## config.mk

```make
export PLATFORM = sky130hd
export DESIGN_NAME = lpffir_sched
export DESIGN_NICKNAME = d
export VERILOG_FILES = /design/src/rtl/lpffir_sched.sv
export SDC_FILE = /design/constraint.sdc
export NUM_CORES = 1
export LEC_CHECK = 0
export BUFFER_PORTS_ARGS = -buffer_cell sky130_fd_sc_hd__buf_2
export CAP_MARGIN = 20
export CORE_MARGIN = 2
export CORE_UTILIZATION = 37
export CTS_BUF_LIST = sky130_fd_sc_hd__clkbuf_8 sky130_fd_sc_hd__clkbuf_16
export DETAILED_ROUTE_END_ITERATION = 10
export GPL_TIMING_DRIVEN = 0
export MAX_ROUTING_LAYER = met4
export PLACE_DENSITY = 0.87
export SLEW_MARGIN = 20
export SYNTH_ARGS = -nofsm -noshare
export SYNTH_HDL_FRONTEND = slang
export SYNTH_SLANG_ARGS = --single-unit
export TNS_END_PERCENT = 10
```

## constraint.sdc

```tcl
create_clock -name aclk_i -period 1.9 [get_ports aclk_i]
set_clock_uncertainty 0.05 [all_clocks]
set_input_delay 0.285 -clock aclk_i [delete_from_list [all_inputs] [get_ports aclk_i]]
set_output_delay 0.285 -clock aclk_i [all_outputs]
set_load 0.05 [all_outputs]
```

## src/rtl/lpffir_sched.sv

```systemverilog
// Packet-level round-robin scheduler sharing one lpffir_axis filter between
// N_CH AXI-Stream requesters. The grant is held until tlast; on an owner change
// the filter delay line is flushed with zero beats so no history leaks across
// channels.
module lpffir_sched #(
  parameter int unsigned N_CH      = 2,
  parameter int unsigned FLUSH_LEN = 5
) (
  input  logic                      aclk_i,
  input  logic                      aresetn_i,
  input  logic [N_CH-1:0]           s_tvalid_i,
  output logic [N_CH-1:0]           s_tready_o,
  input  logic [16*N_CH-1:0]        s_tdata_i,
  input  logic [N_CH-1:0]           s_tlast_i,
  output logic [N_CH-1:0]           m_tvalid_o,
  input  logic [N_CH-1:0]           m_tready_i,
  output logic [15:0]               m_tdata_o,
  output logic                      m_tlast_o,
  output logic                      fir_tvalid_o,
  input  logic                      fir_tready_i,
  output logic [15:0]               fir_tdata_o,
  output logic                      fir_tlast_o,
  input  logic                      fir_tvalid_i,
  output logic                      fir_tready_o,
  input  logic [15:0]               fir_tdata_i,
  input  logic                      fir_tlast_i,
  output logic [$clog2(N_CH)-1:0]   grant_o,
  output logic                      busy_o,
  output logic                      flush_o
);

  localparam int unsigned GW = $clog2(N_CH);
  localparam int unsigned SW = GW + 1;
  localparam int unsigned CW = $clog2(FLUSH_LEN + 1);

  typedef enum logic [1:0] {StIdle, StFlush, StStream} state_e;

  state_e          state_q, state_d;
  logic [GW-1:0]   grant_q, grant_d;
  logic [GW-1:0]   rr_ptr_q, rr_ptr_d;
  logic            owner_vld_q, owner_vld_d;
  logic [CW-1:0]   flush_cnt_q, flush_cnt_d;

  logic            win_found;
  logic [GW-1:0]   win_idx;
  logic [SW-1:0]   arb_sum;
  logic [15:0]     ch_data [N_CH];

  // Unpack the per-channel data bus so the owner can be selected by index.
  always_comb begin
    for (int k = 0; k < N_CH; k++) begin
      ch_data[k] = s_tdata_i[16*k +: 16];
    end
  end

  // Round-robin search: first valid requester starting at rr_ptr, wrapping.
  always_comb begin
    win_found = 1'b0;
    win_idx   = '0;
    arb_sum   = '0;
    for (int unsigned i = 0; i < N_CH; i++) begin
      arb_sum = {1'b0, rr_ptr_q} + SW'(i);
      if (arb_sum >= SW'(N_CH)) begin
        arb_sum = arb_sum - SW'(N_CH);
      end
      if (!win_found && s_tvalid_i[arb_sum[GW-1:0]]) begin
        win_found = 1'b1;
        win_idx   = arb_sum[GW-1:0];
      end
    end
  end

  // Next-state and stream routing; everything idles at zero outside FLUSH/STREAM.
  always_comb begin
    state_d      = state_q;
    grant_d      = grant_q;
    rr_ptr_d     = rr_ptr_q;
    owner_vld_d  = owner_vld_q;
    flush_cnt_d  = flush_cnt_q;
    s_tready_o   = '0;
    m_tvalid_o   = '0;
    m_tdata_o    = '0;
    m_tlast_o    = 1'b0;
    fir_tvalid_o = 1'b0;
    fir_tready_o = 1'b0;
    fir_tdata_o  = '0;
    fir_tlast_o  = 1'b0;
    unique case (state_q)
      StIdle: begin
        if (win_found) begin
          grant_d = win_idx;
          // Dirty history from a different owner must be flushed first.
          if (owner_vld_q && (win_idx != grant_q)) begin
            state_d     = StFlush;
            flush_cnt_d = '0;
          end else begin
            state_d = StStream;
          end
        end
      end
      StFlush: begin
        fir_tvalid_o = 1'b1;
        fir_tready_o = 1'b1;
        if (fir_tready_i) begin
          flush_cnt_d = flush_cnt_q + 1'b1;
          if (flush_cnt_q == CW'(FLUSH_LEN - 1)) begin
            state_d = StStream;
          end
        end
      end
      StStream: begin
        // Valid comes only from the source, never from any ready.
        fir_tvalid_o         = s_tvalid_i[grant_q];
        fir_tdata_o          = ch_data[grant_q];
        fir_tlast_o          = s_tlast_i[grant_q];
        fir_tready_o         = m_tready_i[grant_q];
        s_tready_o[grant_q]  = fir_tready_i;
        m_tvalid_o[grant_q]  = fir_tvalid_i;
        m_tdata_o            = fir_tdata_i;
        m_tlast_o            = fir_tlast_i;
        if (s_tvalid_i[grant_q] && fir_tready_i && s_tlast_i[grant_q]) begin
          state_d     = StIdle;
          owner_vld_d = 1'b1;
          rr_ptr_d    = (grant_q == GW'(N_CH - 1)) ? '0 : grant_q + 1'b1;
        end
      end
      default: state_d = StIdle;
    endcase
  end

  // State registers; reset also clears the filter, so history is clean after it.
  always_ff @(posedge aclk_i or negedge aresetn_i) begin
    if (!aresetn_i) begin
      state_q     <= StIdle;
      grant_q     <= '0;
      rr_ptr_q    <= '0;
      owner_vld_q <= 1'b0;
      flush_cnt_q <= '0;
    end else begin
      state_q     <= state_d;
      grant_q     <= grant_d;
      rr_ptr_q    <= rr_ptr_d;
      owner_vld_q <= owner_vld_d;
      flush_cnt_q <= flush_cnt_d;
    end
  end

  assign grant_o = grant_q;
  assign busy_o  = (state_q != StIdle);
  assign flush_o = (state_q == StFlush);

endmodule

```

# --- Word-level counts from Yosys, hierarchy flattened ---
# Index checks and enable logic that the tools add are counted.
# Widths: inputs -> output; s select.
op_classes:
  n_addsub: 5
  order_cmp: 7
  eq_ne: 9
  muxes: 40
  bitwise_logic: 3
  n_reduce_logical: 13
ops:
  columns: ["op", "count"]
  rows:
  - ["$mux 16", 5]
  - ["$mux 1", 20]
  - ["$mux 2", 7]
  - ["$mux 3", 3]
  - ["$ne 2x2->1 const B", 4]
  - ["$reduce_and 4->1", 2]
  - ["$lt 1x2->1 const B", 3]
  - ["$pmux 2 s3", 1]
  - ["$pmux 3 s2", 1]
  - ["$logic_and 1x1->1", 5]
  - ["$and 2x2->2", 2]
  - ["$ge 2x2->1 const B", 2]
  - ["$pmux 1 s2", 2]
  - ["$reduce_and 2->1", 2]
  - ["$reduce_bool 2->1", 2]
  - ["$add 3x1->3 const B", 1]
  - ["$eq 3x3->1 const B", 1]
  - ["$add 1x1->2 const B", 1]
  - ["$eq 2x1->1 const B", 1]
  - ["$eq 2x2->1 const B", 1]
  - ["$ge 1x2->1 const B", 1]
  - ["$logic_not 2->1", 1]
  - ["$ne 2x1->1 const B", 1]
  - ["$not 1->2", 1]
  - ["other kinds (6)", 7]
totals:
  regBits: 8
  in_bits: 59
  out_inout_bits: 43
  elab_cells: 82

# --- Logic depth before layout (Yosys ltp) ---
logic_depth:
  word_depth: 13
  mapped_depth: 7
  mapped_depth_nobuf: 6

# --- Worst setup path before layout ---
# No wires, ideal clock.
synth_timing:
  path_kind: "register to output"
  start: "register grant_q, in the netlist grant_o"
  end: "output fir_tdata_o[10]"
  t_arrival_ns: 1.952
  setup_slack_ns: -0.387
  path_stages_with_launch: 5
  n_path_buf: 2
  path_cell_list: "dfrtp_1 buf_4 buf_2 mux2i_1 nor2b_1"
synth_via:
  elab_chain_len: 5
synth_rtl:
  columns: ["element", "line", "text"]
  rows:
  - ["from (decl)", "39", "logic [GW-1:0] grant_q, grant_d;"]
  - ["from (signal assigned)", "141", "grant_q <= grant_d;"]
  - ["$not 1->2 (implied by the code)", "114", "fir_tdata_o = ch_data[grant_q];"]
  - ["$mux 16 (implied by the code) (3 in a row)", "114", null]
  - ["$mux 16", "88", "unique case (state_q)"]
  - ["to (decl)", "21", "output logic [15:0] fir_tdata_o,"]
# Every way passes these cells. The select of a mux whose other input is x is not followed.

# --- Worst setup path in the final report ---
layout_timing:
  start: "register grant_q, in the netlist grant_o"
  end: "output fir_tvalid_o"
layout_via:
  elab_chain_len: 3
layout_rtl:
  columns: ["element", "line", "text"]
  rows:
  - ["$mux 1 (implied by the code) (2 in a row)", "113", "fir_tvalid_o = s_tvalid_i[grant_q];"]
  - ["$pmux 1 s2", "88", null]
  - ["to (decl)", "19", "output logic fir_tvalid_o,"]
# Every way passes these cells. The select of a mux whose other input is x is not followed.

==> impl_metrics.env <==
export IMPL_gp_congestion=0.8127
export IMPL_grt_pass1_vias=1340
export IMPL_rsz0062_at_grt="yes"
export IMPL_io_pins=102
export IMPL_drt_initial_drc_count=25
export IMPL_drtAntennaViolNets=0
export IMPL_hpwl_mm=2.858
export IMPL_synth_area_mm2=0.001066
export IMPL_worst_setup_path_end_kind="primary output"
export IMPL_p_per_area_mw_per_mm2=1943
export IMPL_avgSynthCellArea_um2=7.955
export IMPL_yosys_most_used_dff="dfrtp_1"
export IMPL_grt_overflow=0
export IMPL_area_growth_pct=87.68
export IMPL_cts_root_buf="clkbuf_8"
export IMPL_switchingPower_mw=2.215
export IMPL_post_route_period_util_pct=99.06
export IMPL_setup_tns_ns=0
export IMPL_clk_pin_slew_ns=0.04
export IMPL_crit_type="flip-flop to primary output"
export IMPL_cts_inserted_buffers=3
export IMPL_synth_seq_cells=8
export IMPL_mostFrequentLayoutCells="buf_2 (63), buf_4 (38), and2_1 (17)"
export IMPL_drt_pass1_iterations=4
export IMPL_dieArea_mm2=0.003326
export IMPL_yosys_warnings=0
export IMPL_vias_per_cell=5.022
export IMPL_crit_path_start_kind="flip-flop"
export IMPL_fmax_ghz=0.5313
export IMPL_final_common_cell="buf_2"
export IMPL_die_h_um=57.68
export IMPL_drive_above_1_share_pct=61.73
export IMPL_antenna_found_initial=0
export IMPL_die_w_um=57.68
export IMPL_critPathBufInv=2
export IMPL_maxSlewHeadroom_pct=70.11
export IMPL_syn_nets=198
export IMPL_hold_violations=0
export IMPL_crit_family="flip-flops"
export IMPL_internal_power_mw=1.672
export IMPL_dp_slack_ns=-0.05641
export IMPL_status="finished, final reports clean"
export IMPL_start_util_pct=38.66
export IMPL_setup_ws_ns=0.01779
export IMPL_nFillCells=192
export IMPL_grt_total_usage_pct=23.03
export IMPL_wl_mm=3.853
export IMPL_vdd_drop_max_uv=1563
export IMPL_grt_pass1_wl_mm=5.761
export IMPL_numClockSinks=8
export IMPL_pwr_share_clk_pct=5.7
export IMPL_rows=19
export IMPL_cap_violations=0
export IMPL_placeableCoreArea_mm2=0.002758
export IMPL_cts_htree_levels=1
export IMPL_pwr_share_comb_pct=86.3
export IMPL_synth_edf_count=0
export IMPL_io_buffer_count=101
export IMPL_drv_slew=0
export IMPL_worstPathCellList="buf_8, mux2_4, a21oi_2, nor2b_4, buf_4"
export IMPL_grt_max_degree=11
export IMPL_synthDistinctLibCells=32
export IMPL_diodes=0
export IMPL_vias=1376
export IMPL_seq_power_share_pct=8.0
export IMPL_drt_drc_violations_left=0
export IMPL_required_ns=1.56
export IMPL_async_flop_share_pct=100.0
export IMPL_slowest_stage="dfrtp_2"
export IMPL_cts_tree="done"
export IMPL_period_minus_slack_ns=1.882
export IMPL_critPathMaxFanout=9
export IMPL_p_leak_nw=1.078
export IMPL_critPathMaxStageDelay_ns=0.42
export IMPL_hold_class="input pin to flip-flop"
export IMPL_power_mw=3.887
export IMPL_setup_viol=0
export IMPL_seq_area_frac_synth_pct=18.78
export IMPL_tightest_slew_ns=0.4427
export IMPL_cts_buffer_depth=2
export IMPL_nNetsFinal=308
export IMPL_synth_cells=134
export IMPL_final_core_util_pct=72.55
export IMPL_worstPathArrival_ns=1.55
export IMPL_worstSkewPairLatency_ns=0.24
export IMPL_drt_wirelength_per_cell_um=14.06
export IMPL_swShare_pct=56.99
-- state kept, by name, summed over array words and instances (netlist names) --
name	cells
grant_o	1
rr_ptr_q	1
flush_cnt_q	3
state_q	2
owner_vld_q	1
-- cells in the mapped netlist (4+ instances only) --
library cell / count / area, um^2
nand2_1: 9 / 33.78
ha_1: 5 / 62.56
nand3_1: 5 / 25.02
a21oi_1: 4 / 20.02
dfrtp_1: 8 / 200.2
nor2b_1: 21 / 131.4
clkbuf_1: 5 / 18.77
and2_1: 17 / 106.4
o21ai_0: 4 / 20.02
buf_2: 4 / 20.02
inv_1: 7 / 26.28
mux2i_1: 17 / 170.2
-- repair_timing --
| item | in CTS | in global routing |
|---|---|---|
| endpoints found under the setup margin | 40 | 40 |
| endpoints found under the hold margin | 8 | 0 |
| hold buffers | 1 | 0 |
| gates cloned | 0 | 0 |
| setup buffers | 0 | 4 |
| pin swaps | 0 | 1 |
| gates resized for setup | 55 | 21 |
-- final cells by class --
class	instances	area, um^2	share of cell area, %
Inverter	7	26.28	1.313
Timing Repair Buffer	106	668.1	33.40
Buffer	9	73.82	3.690
Clock inverter	1	3.754	0.1876
Sequential cell	8	201.4	10.07
Tap cell	31	38.79	1.939
Multi-Input combinational cell	109	947.2	47.34
Clock buffer	3	41.29	2.064
-- power by group through the flow --
| stage | Combinational [mW] | Clock (mW) | Sequential (mW) |
|---|---|---|---|
| after floorplan | 2.30 | 0 | 0.323 |
| after global placement | 2.85 | 0 | 0.297 |
| after detailed placement | 2.88 | 0 | 0.300 |
| after CTS | 3.18 | 0.226 | 0.305 |
| after global routing | 3.53 | 0.242 | 0.318 |
| final | 3.35 | 0.222 | 0.311 |
-- path summary, 6_finish.rpt --
check	endpoint	slack [ns]	startpoint	depth (start not counted)
worst max-delay path	fir_tvalid_o	0.02	grant_o	5
worst min-delay path	rr_ptr_q	0.36	s_tlast_i[1]	4
worst max register to register	state_q[1]	0.20	state_q[1]	6
worst min register to register	owner_vld_q	0.45	owner_vld_q	1
max in group asynchronous	grant_o	1.23	aresetn_i	2
min in group asynchronous	flush_cnt_q[1]	0.38	aresetn_i	2
-- routing by layer --
layer | routed length, um | global-route usage, %
met1 | 1403 | 23.09
met2 | 2172 | 43.02
met5 | 0 | -
met3 | 216 | 4.911
met4 | 60 | 8.970
-- worst register-to-register path: stages (launching register included) --
cell and delay [ns]:
dfrtp_1 0.40, inv_1 0.13, ha_1 0.18, buf_2 0.20
inv_1 0.08, o311ai_0 0.40, a32oi_1 0.11
-- logic make-up after synthesis --
logic type	Yosys count	synth area share, %
buffers and inverters	17	6.808
adder cells (fa/ha/maj)	5	5.869
multiplexers	19	18.07
flip-flops	8	18.78
AND/OR/NAND/NOR	65	34.98
AO/OA/AOI/OAI	20	15.49
-- metrics by stage --
stage | hold slack, ns | instance area (um^2) | instances
5_1_grt | 0.3855 | 2001 | 274
4_1_cts | 0.3441 | 1914 | 270
3_3_place_gp | 0.09377 | 1714 | 266
2_1_floorplan | -0.06059 | 1170 | 134
3_5_place_dp | 0.09131 | 1714 | 266
6_report | 0.3639 | 2001 | 274
(Power assumes the default switching activity.)
